`config.mk`:
```
export PLATFORM = sky130hd
export DESIGN_NAME = sub8_pipe_slices
export DESIGN_NICKNAME = d
export VERILOG_FILES = /design/src/rtl/sub8_pipe_slices.sv
export SDC_FILE = /design/constraint.sdc
export NUM_CORES = 1
export LEC_CHECK = 0
export CAP_MARGIN = 25
export CORE_UTILIZATION = 45
export CTS_CLUSTER_DIAMETER = 120
export DETAILED_ROUTE_END_ITERATION = 10
export GPL_TIMING_DRIVEN = 0
export PLACE_DENSITY = 0.73
export SLEW_MARGIN = 25
export SYNTH_ARGS = -nofsm -noshare
export SYNTH_HDL_FRONTEND = slang
export SYNTH_SLANG_ARGS = --single-unit
```
`constraint.sdc`:
```
create_clock -name clk -period 1.8 [get_ports clk]
set_input_delay 0.45 -clock clk [delete_from_list [all_inputs] [get_ports clk]]
set_output_delay 0.45 -clock clk [all_outputs]
set_load 0.005 [all_outputs]
```
`src/rtl/sub8_pipe_slices.sv`:
```
// sub8_pipe_slices -- pipelined unsigned subtractor, diff = a - b - bin.
//
// The operands are cut into SLICE-bit slices. Each pipeline stage resolves one
// slice and hands its borrow to the next stage. Operand slices are skewed on
// the way in and result slices are de-skewed on the way out, so every slice of
// one operation leaves in the same cycle. Latency is NSTG = WIDTH/SLICE clocks
// and throughput is one operation per clock. There is no backpressure.
//
// Optional build macro:
//   SUB8_PIPE_SAT_EN  when defined, diff is forced to 0 whenever the final
//                     borrow is set (saturating subtract). bout is unaffected.
//
// Ports:
//   clk        rising-edge clock
//   rst        asynchronous, active-high reset
//   in_valid   a/b/bin qualify this cycle
//   a          minuend (unsigned, WIDTH bits)
//   b          subtrahend (unsigned, WIDTH bits)
//   bin        borrow in
//   out_valid  diff/bout qualify this cycle
//   diff       a - b - bin modulo 2^WIDTH (or saturated to 0, see above)
//   bout       1 when a < b + bin
module sub8_pipe_slices #(
  parameter int WIDTH = 8,
  parameter int SLICE = 2
) (
  input  logic             clk,
  input  logic             rst,
  input  logic             in_valid,
  input  logic [WIDTH-1:0] a,
  input  logic [WIDTH-1:0] b,
  input  logic             bin,
  output logic             out_valid,
  output logic [WIDTH-1:0] diff,
  output logic             bout
);

  localparam int NSTG = WIDTH / SLICE;
  // Stages 0..NSTG-2 are registered; the last stage feeds the output register.
  localparam int NREG = (NSTG > 1) ? NSTG - 1 : 1;

  if ((SLICE < 1) || ((WIDTH % SLICE) != 0)) begin : g_bad_cfg
    $error("sub8_pipe_slices: WIDTH must be a non-zero multiple of SLICE");
  end

  logic [SLICE-1:0] a_st   [NSTG];   // operand slice aligned to stage k
  logic [SLICE-1:0] b_st   [NSTG];
  logic             brw_in [NSTG];   // borrow entering stage k
  logic [SLICE:0]   sub_st [NSTG];   // {borrow_out, diff_slice} of stage k
  logic             brw_q  [NREG];   // registered borrow out of stage k
  logic [SLICE-1:0] d_tail [NREG];   // result slice k, one clock before output
  logic [NSTG-1:0]  vld_q;
  logic [WIDTH-1:0] diff_nxt;
  logic             bout_nxt;

  for (genvar k = 0; k < NSTG; k++) begin : g_stg

    if (k == 0) begin : g_head
      assign a_st[k]   = a[SLICE-1:0];
      assign b_st[k]   = b[SLICE-1:0];
      assign brw_in[k] = bin;
    end else begin : g_skew
      // k-deep delay so slice k meets the borrow of its own operation.
      logic [SLICE-1:0] a_sk [k];
      logic [SLICE-1:0] b_sk [k];

      always_ff @(posedge clk or posedge rst) begin
        if (rst) begin
          for (int i = 0; i < k; i++) begin
            a_sk[i] <= '0;
            b_sk[i] <= '0;
          end
        end else begin
          a_sk[0] <= a[k*SLICE +: SLICE];
          b_sk[0] <= b[k*SLICE +: SLICE];
          for (int i = 1; i < k; i++) begin
            a_sk[i] <= a_sk[i-1];
            b_sk[i] <= b_sk[i-1];
          end
        end
      end

      assign a_st[k]   = a_sk[k-1];
      assign b_st[k]   = b_sk[k-1];
      assign brw_in[k] = brw_q[k-1];
    end

    // Zero-extended SLICE+1 bit subtract; the MSB is the borrow out.
    assign sub_st[k] = {1'b0, a_st[k]} - {1'b0, b_st[k]} - {{SLICE{1'b0}}, brw_in[k]};

    if (k < NSTG - 1) begin : g_reg
      localparam int TAIL = NSTG - 2 - k;
      logic [SLICE-1:0] d_r;
      logic             brw_r;

      always_ff @(posedge clk or posedge rst) begin
        if (rst) begin
          d_r   <= '0;
          brw_r <= 1'b0;
        end else begin
          d_r   <= sub_st[k][SLICE-1:0];
          brw_r <= sub_st[k][SLICE];
        end
      end

      assign brw_q[k] = brw_r;

      // De-skew: the output register supplies the last delay of every slice.
      if (TAIL == 0) begin : g_notail
        assign d_tail[k] = d_r;
      end else begin : g_tail
        logic [SLICE-1:0] dl [TAIL];

        always_ff @(posedge clk or posedge rst) begin
          if (rst) begin
            for (int i = 0; i < TAIL; i++) dl[i] <= '0;
          end else begin
            dl[0] <= d_r;
            for (int i = 1; i < TAIL; i++) dl[i] <= dl[i-1];
          end
        end

        assign d_tail[k] = dl[TAIL-1];
      end
    end
  end

  always_comb begin
    diff_nxt = '0;
    for (int k = 0; k < NSTG - 1; k++) diff_nxt[k*SLICE +: SLICE] = d_tail[k];
    diff_nxt[(NSTG-1)*SLICE +: SLICE] = sub_st[NSTG-1][SLICE-1:0];
    bout_nxt = sub_st[NSTG-1][SLICE];
`ifdef SUB8_PIPE_SAT_EN
    if (bout_nxt) diff_nxt = '0;
`endif
  end

  always_ff @(posedge clk or posedge rst) begin
    if (rst) begin
      vld_q <= '0;
      diff  <= '0;
      bout  <= 1'b0;
    end else begin
      vld_q[0] <= in_valid;
      for (int i = 1; i < NSTG; i++) vld_q[i] <= vld_q[i-1];
      diff <= diff_nxt;
      bout <= bout_nxt;
    end
  end

  assign out_valid = vld_q[NSTG-1];

endmodule
```
; Word level (Yosys, flattened, before mapping)
; Cells that the tools add are included.
[totals]
ff_bits = 52
output_inout_bits = 10
word_cells = 32
[op_classes]
add_sub_neg = 8
[op_table]
columns = cell, n
row1 = $sub A2 B2 Y3, 4
row2 = $sub A3 B1 Y3, 4

; Logic depth before layout (Yosys ltp)
; Gate-level depths: netlist of run 1.
[logic_depth]
word_depth = 2
mapped_depth = 7
mapped_depth_nobuf = 7

; Worst setup path before layout of run 1
; No wires, ideal clock.
[synth_timing]
path_type = register -> register
startpoint = register g_stg[2].g_skew.a_sk, in the netlist a_st[2]
endpoint = register g_stg[2].g_reg.d_r[1]
setup_time_ns = 0.136
arrival_ns = 1.749
t_required_ns = 1.664
slack_ns = -0.084
stages_incl_launch_ff = 6
n_path_buf = 0
cell_sequence = dfrtp_1 fa_1 inv_1 ha_1 or2_1 fa_1
[synth_rtl]
columns = item, line
row1 = "start, declared", 64  ; logic [SLICE-1:0] a_sk [k];
row2 = "start signal, assigned by index", 77  ; a_sk[i] <= a_sk[i-1];
row3 = "end signal, assigned", 101  ; d_r <= sub_st[k][SLICE-1:0];
row4 = "end, declared", 93  ; logic [SLICE-1:0] d_r;

==> impl_metrics.py, run 1 <==
metrics = {
    "logic_synthesis": {
        "syn_area_per_cell_um2": 18.1,
        "post_synth_instance_area_um2": 1590,
        "yosysWarningCount": 0,
        "ys_seq_area_share_pct": 81.8,
        "synth_cells": 88,
        "synth_nets": 118,
        "yosys.cell_types.count": 7,
        "synth.ff_latch_count": 52,
    },
    "sta": {
        "achievable-frequency_ghz": 0.521,
        "setup_repair_after_global_routing_missed_its_margin": "yes",
        "ratio_of_final_minimum_period_to_clock_period_pct": 107,
        "final_hold_violating_endpoints": 0,
        "timing.slew.headroom_pct": 76.0,
        "hold_ws_ns": 0.358,
        "finalSetupViolCount": 2,
        "max_slew.worst_pin.slew_ns": 0.359,
        "worst_slack_ns": -0.119,
        "final_max_slew_viol_count": 0,
        "final.setup_skew_ns": 0.00601,
        "timing.final.crit_period_ns": 1.92,
    },
    "global_routing": {
        "wire_length_of_the_first_global_routing_pass_um": 2840,
        "number_of_global_route_vias_before_repair": 675,
        "grt_start_max_net_pins": 37,
        "globalRouteOverflowTotal": 0,
        "gr-usage-all-layers_pct": 11.7,
        "grt_antenna_before_repair": 0,
    },
    "routing": {
        "route.antenna.remaining_nets": 0,
        "detailroute.via_count": 686,
        "detail_route.iter0.violations": 9,
        "wl_per_cell_um": 9.98,
        "first_pass_iters": 2,
        "drt_wl_total_um": 1720,
        "remaining_drc_errors": 0,
        "routed_vias_inst": 3.99,
    },
    "setup_path": {
        "critical_path_class": "flip-flop to flip-flop",
        "worstSetupStartpointType": "flip-flop",
        "critical-path-slowest-cell": "sky130_fd_sc_hd__fa_1",
        "critical_path_peak_fanout": 2,
        "critical_path.most_common_cell": "sky130_fd_sc_hd__fa_1",
        "worstPathRequired_ns": 2.04,
        "worst_ep_arrival_time_ns": 2.16,
        "cp_cell_sequence": "inv_2 -> fa_1 -> inv_1 -> ha_2 -> or2_1 -> fa_1",
        "cpPeakStageDelay_ns": 0.56,
        "crit_path_end_kind": "flip-flop",
    },
    "clock_network": {
        "clock_pin_slew_of_the_registers_on_the_worst_case_setup_and_hold_paths_ns": 0.14,
        "clock_tree.buffer_depth": 2,
        "postCtsSetupBuffers": 0,
        "htreeDepth": 2,
        "clockRootBuffer": "sky130_fd_sc_hd__clkbuf_4",
        "insertion_delay_ns": 0.35,
        "cts_tree": "yes",
        "clock_buffers_created_by_tritoncts": 5,
        "clkSinkCount": 52,
    },
    "finish": {
        "share_of_final_layout_standard_cells_stronger_than_drive_strength_1_pct": 9.52,
        "final_common_cell": "sky130_fd_sc_hd__dfrtp_1",
        "insertedDiodeCount": 0,
        "fin_area_um2": 2090,
        "postLayoutCoreUtil_pct": 62.1,
        "layout.nets": 155,
        "areaGrowthSynthToFinish_pct": 31.3,
        "mostFrequentLayoutCells": "sky130_fd_sc_hd__dfrtp_1, sky130_fd_sc_hd__clkdlybuf4s50_1, sky130_fd_sc_hd__inv_1",
    },
    "die": {
        "fp.coreArea_um2": 3360,
        "placement_rows": 21,
        "io-pin-count": 30,
        "chipWidth_um": 61.5,
        "dieArea_um2": 3780,
        "initial_core_util_pct": 47.3,
        "chipHeight_um": 61.5,
    },
    "placement": {
        "portBuffers": 29,
        "globalplace.congestion": 0.734,
        "dp.final_hpwl_um": 1210,
        "placed_area_um2": 1960,
    },
    "power_and_ir_drop": {
        "power.leakage_nw": 0.987,
        "irDropWorstVdd_uv": 660,
        "power.density_cell_area_nw_per_um2": 1190,
        "p_total_mw": 2.49,
    },
    "status": {
        "outcome": "complete, but fails checks",
        "violations_in_the_final_reports": "setup timing",
    },
    "flow_run": {
        "drv_cap": 0,
    },
    "worst_hold_path": {
        "path_class_of_the_lowest_slack_min_delay_path": "flip-flop to flip-flop",
    },
}
-- metal layers --
| layer | up-vias | global-route usage (%) | share of wire, % |
|---|---|---|---|
| met5 | - | 0 | 0 |
| met4 | 0 | 5.71 | 0.76 |
| met3 | 2 | 6.30 | 6.4 |
| met2 | 26 | 18.6 | 54 |
| met1 | 343 | 12.9 | 38 |
| li1 | 315 | - | - |
-- what timing repair did --
item	4_1_cts	5_1_grt
hold buffers	0	0
setup endpoints to repair	2	2
cloned	0	0
gates resized for setup	0	2
-- Yosys cell counts --
cell type,instances,share of area (%)
sky130_fd_sc_hd__clkbuf_1,3,0.71
sky130_fd_sc_hd__or2_1,1,0.39
sky130_fd_sc_hd__xor2_1,1,0.55
sky130_fd_sc_hd__ha_1,2,1.6
sky130_fd_sc_hd__inv_1,21,5.0
sky130_fd_sc_hd__fa_1,8,10
sky130_fd_sc_hd__dfrtp_1,52,82
-- through the flow --
stage	std cells	setup WS (ns)	TNS (ns)
2_1_floorplan	88	-0.0446	-0.0446
3_3_place_gp	163	-0.681	-35.51
3_5_place_dp	164	-0.156	-0.286
4_1_cts	172	-0.113	-0.159
5_1_grt	172	-0.204	-0.355
6_report	172	-0.119	-0.170
-- power by group --
| group | switching (mW) | internal (mW) | total, mW |
|---|---|---|---|
| clock | 0.333 | 0.572 | 0.905 |
| combinational | 0.0928 | 0.155 | 0.248 |
| sequential | 0.0355 | 1.30 | 1.34 |
| total | 0.461 | 2.03 | 2.49 |
-- path summary, 6_finish.rpt --
check	depth (start not counted)	slack [ns]	endpoint	start
setup reg to reg	6	-0.12	g_stg[2].g_reg.d_r[1]$_DFF_PP0_	g_stg[1].g_reg.brw_r$_DFF_PP0_
max in group asynchronous	3	0.95	g_stg[1].g_skew.b_sk[1]$_DFF_PP0_	rst
hold / removal	0	0.36	a_st[0]$_DFF_PP0_	g_stg[3].g_skew.a_sk[2]$_DFF_PP0_
min in group asynchronous	2	0.37	vld_q[3]$_DFF_PP0_	rst
hold reg to reg	0	0.36	a_st[0]$_DFF_PP0_	g_stg[3].g_skew.a_sk[2]$_DFF_PP0_
setup / recovery	6	-0.12	g_stg[2].g_reg.d_r[1]$_DFF_PP0_	g_stg[1].g_reg.brw_r$_DFF_PP0_
-- worst max-delay path: cells and delay by family, from the launching register on --
family,cells,cell delay [ns]
fa+ha+maj,3,1.14
flops,1,0.36
simple gates,1,0.21
buf+inv,2,0.10
-- flip-flops by register name, summed over array words and instances (netlist names) --
register and cells:
vld_q 4, a_st 4, g_stg.g_reg.d_r 6, g_stg.g_skew.b_sk 8, g_stg.g_skew.a_sk 8, g_stg.g_reg.g_tail.dl 4
d_tail 2, diff 8, g_stg.g_reg.brw_r 3, bout 1, b_st 4
-- kinds of logic (layout without fill, tap and decap cells) --
logic type    count (synthesis)  after routing  synth area share [%]
flops                        52             52                  81.8
buf+inv                      24             62                  5.66
fa+ha+maj                    10             10                  11.6
xor+xnor                      1              1                 0.550
simple gates                  1              1                 0.393
-- layout make-up --
class                      count  area, um2
sequential                    52       1300
fill                         283       1270
timing repair buffer          30        310
multi-input combinational     12        203
clock inverter                 3       90.1
inverter                      21       78.8
tap                           46       57.6
clock buffer                   5       37.5
buffer                         3       11.3
(Power assumes the default switching activity.)
==> inputs of run 2 (changes only) <==
- CORE_UTILIZATION: 45 -> 53
- CTS_CLUSTER_SIZE: not set -> 14
- PLACE_DENSITY: 0.73 -> 0.81
- clock period: 1.8 -> 2.35 ns (I/O delays scaled with it)
==> impl_metrics.py, run 2 (same netlist as run 1, synthesis figures left out) <==
metrics = {
    "status": {
        "outcome": "complete, but fails checks",
        "violations_in_the_final_reports": "DRC",
    },
    "sta": {
        "finalSetupViolCount": 0,
        "final_max_slew_viol_count": 0,
        "max_slew.worst_pin.slew_ns": 0.484,
        "timing.final.crit_period_ns": 1.97,
        "ratio_of_final_minimum_period_to_clock_period_pct": 84.0,
        "final.setup_skew_ns": 0.00894,
        "achievable-frequency_ghz": 0.507,
        "final_hold_violating_endpoints": 0,
        "hold_ws_ns": 0.356,
        "timing.slew.headroom_pct": 67.7,
        "setup_repair_after_global_routing_missed_its_margin": "no",
    },
    "routing": {
        "detailroute.via_count": 689,
        "detail_route.iter0.violations": 6,
        "routed_vias_inst": 4.39,
        "drt_wl_total_um": 1670,
        "route.antenna.remaining_nets": 0,
        "first_pass_iters": 7,
        "remaining_drc_errors": 4,
        "wl_per_cell_um": 10.6,
    },
    "global_routing": {
        "wire_length_of_the_first_global_routing_pass_um": 2980,
        "gr-usage-all-layers_pct": 14.0,
        "globalRouteOverflowTotal": 0,
        "grt_antenna_before_repair": 0,
        "number_of_global_route_vias_before_repair": 732,
        "grt_start_max_net_pins": 30,
    },
    "die": {
        "chipWidth_um": 56.8,
        "io-pin-count": 30,
        "dieArea_um2": 3230,
        "fp.coreArea_um2": 2810,
        "initial_core_util_pct": 56.7,
        "placement_rows": 19,
        "chipHeight_um": 56.8,
    },
    "finish": {
        "mostFrequentLayoutCells": "sky130_fd_sc_hd__dfrtp_1, sky130_fd_sc_hd__clkdlybuf4s50_1, sky130_fd_sc_hd__inv_1",
        "layout.nets": 155,
        "insertedDiodeCount": 0,
        "fillers": 174,
        "largest_registers": "diff x8, g_stg.g_skew.a_sk x8, g_stg.g_skew.b_sk x8",
        "final_common_cell": "sky130_fd_sc_hd__dfrtp_1",
        "areaGrowthSynthToFinish_pct": 27.6,
        "fin_area_um2": 2030,
        "share_of_final_layout_standard_cells_stronger_than_drive_strength_1_pct": 7.94,
        "postLayoutCoreUtil_pct": 72.4,
    },
    "placement": {
        "dp.final_hpwl_um": 1280,
        "globalplace.congestion": 0.665,
        "portBuffers": 29,
        "placed_area_um2": 1940,
    },
    "clock_network": {
        "clock_pin_slew_of_the_registers_on_the_worst_case_setup_and_hold_paths_ns": 0.13,
        "resized_gates_after_cts": 0,
        "clockRootBuffer": "sky130_fd_sc_hd__clkbuf_4",
        "insertion_delay_ns": 0.35,
        "clock_buffers_created_by_tritoncts": 5,
        "cts_tree": "yes",
        "clock_tree.buffer_depth": 2,
        "ctsHoldBuffers": 0,
        "htreeDepth": 2,
        "postCtsSetupBuffers": 0,
        "clkSinkCount": 52,
    },
    "setup_path": {
        "crit_path_max_delay_family": "adder cells",
        "critical_path.most_common_cell": "sky130_fd_sc_hd__fa_1",
        "cp_cell_sequence": "fa_1 -> inv_1 -> ha_1 -> or2_1 -> fa_1",
        "cpPeakStageDelay_ns": 0.57,
        "critical_path_peak_fanout": 2,
        "buffers_and_inverters_on_the_worst_path": 1,
        "worstPathRequired_ns": 2.59,
        "worst_ep_arrival_time_ns": 2.21,
        "critical_path_class": "flip-flop to flip-flop",
        "critical-path-slowest-cell": "sky130_fd_sc_hd__fa_1",
        "worstSetupStartpointType": "flip-flop",
        "crit_path_end_kind": "flip-flop",
    },
    "power_and_ir_drop": {
        "power.leakage_nw": 0.973,
        "irDropWorstVdd_uv": 569,
        "power.density_cell_area_nw_per_um2": 845,
    },
    "worst_hold_path": {
        "path_class_of_the_lowest_slack_min_delay_path": "flip-flop to flip-flop",
    },
    "flow_run": {
        "drv_cap": 0,
    },
}
==> run 2: where the power goes <==
| group | internal, mW | switching [mW] | leakage [nW] | total [mW] |
|---|---|---|---|---|
| Combinational | 0.119 | 0.0718 | 0.319 | 0.190 |
| Clock | 0.255 | 0.245 | 0.0484 | 0.500 |
| Sequential | 0.998 | 0.0270 | 0.606 | 1.02 |
| Total | 1.37 | 0.344 | 0.973 | 1.72 |
==> run 2: cell type report <==
type	count	area, um2	share of cell area [%]
Clock buffer	6	51.3	2.53
Inverter	21	78.8	3.88
Buffer	3	11.3	0.555
Clock inverter	2	38.8	1.91
Sequential cell	52	1300	64.1
Multi-Input combinational cell	12	200	9.86
Timing Repair Buffer	30	310	15.3
Tap cell	31	38.8	1.91
==> run 2: through the flow <==
step	setup slack [ns]	total power, mW	cells	setup TNS (ns)
finish	0.377	1.72	157	0
floorplan	0.466	1.11	88	0
CTS	0.365	1.74	157	0
global placement	-0.262	1.22	148	-13.57
detailed placement	0.269	1.24	149	0
global route	0.306	1.82	157	0
==> run 2: per-layer routing <==
metal  wire (um)  global-route usage [%]
met1         561                    13.1
met4          26                    7.32
met3         101                    8.29
met2         979                    23.6
met5           0                       0
==> run 2: path summary, 6_finish.rpt <==
| kind | depth (start not counted) | slack, ns | from | to |
|---|---|---|---|---|
| max reg2reg | 5 | 0.38 | a_st[2]$_DFF_PP0_ | g_stg[2].g_reg.d_r[1]$_DFF_PP0_ |
| max | 5 | 0.38 | a_st[2]$_DFF_PP0_ | g_stg[2].g_reg.d_r[1]$_DFF_PP0_ |
| max in group asynchronous | 3 | 1.28 | rst | b_st[2]$_DFF_PP0_ |
| min reg2reg | 0 | 0.36 | g_stg[1].g_reg.d_r[1]$_DFF_PP0_ | g_stg[1].g_reg.g_tail.dl[1]$_DFF_PP0_ |
| min | 0 | 0.36 | g_stg[1].g_reg.d_r[1]$_DFF_PP0_ | g_stg[1].g_reg.g_tail.dl[1]$_DFF_PP0_ |
| min in group asynchronous | 2 | 0.57 | rst | diff[1]$_DFF_PP0_ |
==> inputs of run 3 (changes only) <==
- CORE_UTILIZATION: 53 -> 49
- PLACE_DENSITY: 0.81 -> 0.76
- clock period: 2.35 -> 2 ns (I/O delays scaled with it)
==> impl_metrics.py, run 3 (same netlist as run 1, synthesis figures left out) <==
metrics = {
    "finish": {
        "areaGrowthSynthToFinish_pct": 26.9,
        "layout.nets": 155,
        "fin_area_um2": 2020,
        "fillers": 233,
        "final_common_cell": "sky130_fd_sc_hd__dfrtp_1",
        "share_of_final_layout_standard_cells_stronger_than_drive_strength_1_pct": 7.94,
        "mostFrequentLayoutCells": "sky130_fd_sc_hd__dfrtp_1, sky130_fd_sc_hd__clkdlybuf4s50_1, sky130_fd_sc_hd__inv_1",
        "largest_registers": "diff x8, g_stg.g_skew.a_sk x8, g_stg.g_skew.b_sk x8",
        "insertedDiodeCount": 0,
    },
    "power_and_ir_drop": {
        "power_report.internal_total_mw": 1.48,
        "p_total_mw": 1.89,
        "irDropWorstVdd_uv": 461,
        "p_switching_mw": 0.403,
        "power.density_cell_area_nw_per_um2": 934,
        "power.clock.fraction_pct": 24.4,
        "combinational_share_of_power_pct": 11.7,
        "p_seq_share_pct": 63.9,
        "netSwitchingFraction_pct": 21.3,
        "power.leakage_nw": 0.955,
    },
    "routing": {
        "drt_wl_total_um": 1600,
        "route.antenna.remaining_nets": 0,
        "routed_vias_inst": 3.97,
        "remaining_drc_errors": 0,
        "detailroute.via_count": 675,
        "first_pass_iters": 3,
        "wl_per_cell_um": 9.39,
        "detail_route.iter0.violations": 8,
    },
    "setup_path": {
        "worstPathRequired_ns": 2.24,
        "critical_path_class": "flip-flop to flip-flop",
        "critical_path_peak_fanout": 2,
        "worst_ep_arrival_time_ns": 2.16,
        "worstSetupStartpointType": "flip-flop",
        "crit_path_end_kind": "flip-flop",
    },
    "die": {
        "chipWidth_um": 59.0,
        "initial_core_util_pct": 51.7,
        "chipHeight_um": 59.0,
        "placement_rows": 20,
        "io-pin-count": 30,
        "fp.coreArea_um2": 3080,
        "dieArea_um2": 3480,
    },
    "placement": {
        "dp.final_hpwl_um": 1180,
        "placed_area_um2": 1960,
        "portBuffers": 29,
        "globalplace.congestion": 0.660,
    },
    "global_routing": {
        "grt_antenna_before_repair": 0,
        "wire_length_of_the_first_global_routing_pass_um": 2990,
        "globalRouteOverflowTotal": 0,
        "grt_start_max_net_pins": 36,
        "gr-usage-all-layers_pct": 12.7,
        "number_of_global_route_vias_before_repair": 711,
    },
    "sta": {
        "achievable-frequency_ghz": 0.521,
        "max_slew.worst_pin.slew_ns": 0.378,
        "final.setup_skew_ns": 0.00728,
        "setup_repair_after_global_routing_missed_its_margin": "no",
        "timing.final.crit_period_ns": 1.92,
        "final_max_slew_viol_count": 0,
        "timing.slew.headroom_pct": 74.8,
        "hold_ws_ns": 0.362,
        "ratio_of_final_minimum_period_to_clock_period_pct": 96.0,
        "finalSetupViolCount": 0,
        "final_hold_violating_endpoints": 0,
    },
    "worst_hold_path": {
        "path_class_of_the_lowest_slack_min_delay_path": "flip-flop to flip-flop",
    },
    "clock_network": {
        "cts_tree": "yes",
        "insertion_delay_ns": 0.35,
        "htreeDepth": 2,
        "clockRootBuffer": "sky130_fd_sc_hd__clkbuf_4",
        "postCtsSetupBuffers": 0,
        "clkSinkCount": 52,
        "clock_pin_slew_of_the_registers_on_the_worst_case_setup_and_hold_paths_ns": 0.13,
        "clock_tree.buffer_depth": 2,
        "clock_buffers_created_by_tritoncts": 5,
    },
    "flow_run": {
        "drv_cap": 0,
    },
    "status": {
        "outcome": "complete, no violations",
    },
}
## run 3: timing repair
item	in CTS	in global routing
endpoints found under the setup margin	0	1
hold buffers	0	0
gates resized for setup	0	1
## run 3: worst paths after layout
path                                                             from                           endpoint  slack [ns]  cells past startpoint
worst max-delay path                   g_stg[1].g_reg.brw_r$_DFF_PP0_    g_stg[2].g_reg.d_r[1]$_DFF_PP0_        0.08                      6
worst min-delay path            g_stg[0].g_reg.g_tail.dl[3]$_DFF_PP0_                d_tail[5]$_DFF_PP0_        0.36                      0
worst max register to register         g_stg[1].g_reg.brw_r$_DFF_PP0_    g_stg[2].g_reg.d_r[1]$_DFF_PP0_        0.08                      6
worst min register to register  g_stg[0].g_reg.g_tail.dl[3]$_DFF_PP0_                d_tail[5]$_DFF_PP0_        0.36                      0
max in group asynchronous                                         rst                 vld_q[3]$_DFF_PP0_        1.07                      3
min in group asynchronous                                         rst  g_stg[3].g_skew.a_sk[5]$_DFF_PP0_        0.44                      2
## run 3: layout make-up
| class | instances | area (um2) | area share (%) |
|---|---|---|---|
| well taps | 44 | 55.1 | 2.73 |
| plain buffers | 3 | 11.3 | 0.558 |
| inverters | 21 | 78.8 | 3.90 |
| repair buffers | 30 | 310 | 15.4 |
| flip-flops and latches | 52 | 1300 | 64.4 |
| clock inverters | 1 | 7.51 | 0.372 |
| clock buffers | 7 | 55.1 | 2.73 |
| multi-input cells | 12 | 200 | 9.91 |
## run 3: metal layers
metal  GRT usage [%]  share of wire, %
met5               0                 0
met4            6.12               2.1
met3            7.21               7.5
met2            19.2                52
met1            14.9                38
## run 3: power by group through the flow
stage | sequential (mW) | clock (mW) | combinational [mW]
CTS | 1.21 | 0.485 | 0.227
detailed placement | 1.23 | 0 | 0.228
global route | 1.22 | 0.528 | 0.255
floorplan | 1.23 | 0 | 0.0768
finish | 1.21 | 0.460 | 0.221
global placement | 1.22 | 0 | 0.212
## run 3: through the flow
stage	utilization [%]	TNS, ns	setup slack (ns)	std cells
3_5_place_dp	63.6	0	0.0134	162
3_3_place_gp	62.9	-27.07	-0.522	161
5_1_grt	65.6	0	0.00262	170
4_1_cts	65.6	0	0.0387	170
6_report	65.6	0	0.0794	170
2_1_floorplan	-	0	0.116	88
## run 3: worst max-delay path: stages (launching register included)
cell                      delay [ns]
sky130_fd_sc_hd__dfrtp_1        0.36
sky130_fd_sc_hd__inv_2          0.04
sky130_fd_sc_hd__fa_1           0.55
sky130_fd_sc_hd__inv_1          0.05
sky130_fd_sc_hd__ha_1           0.16
sky130_fd_sc_hd__or2_1          0.22
sky130_fd_sc_hd__fa_1           0.43
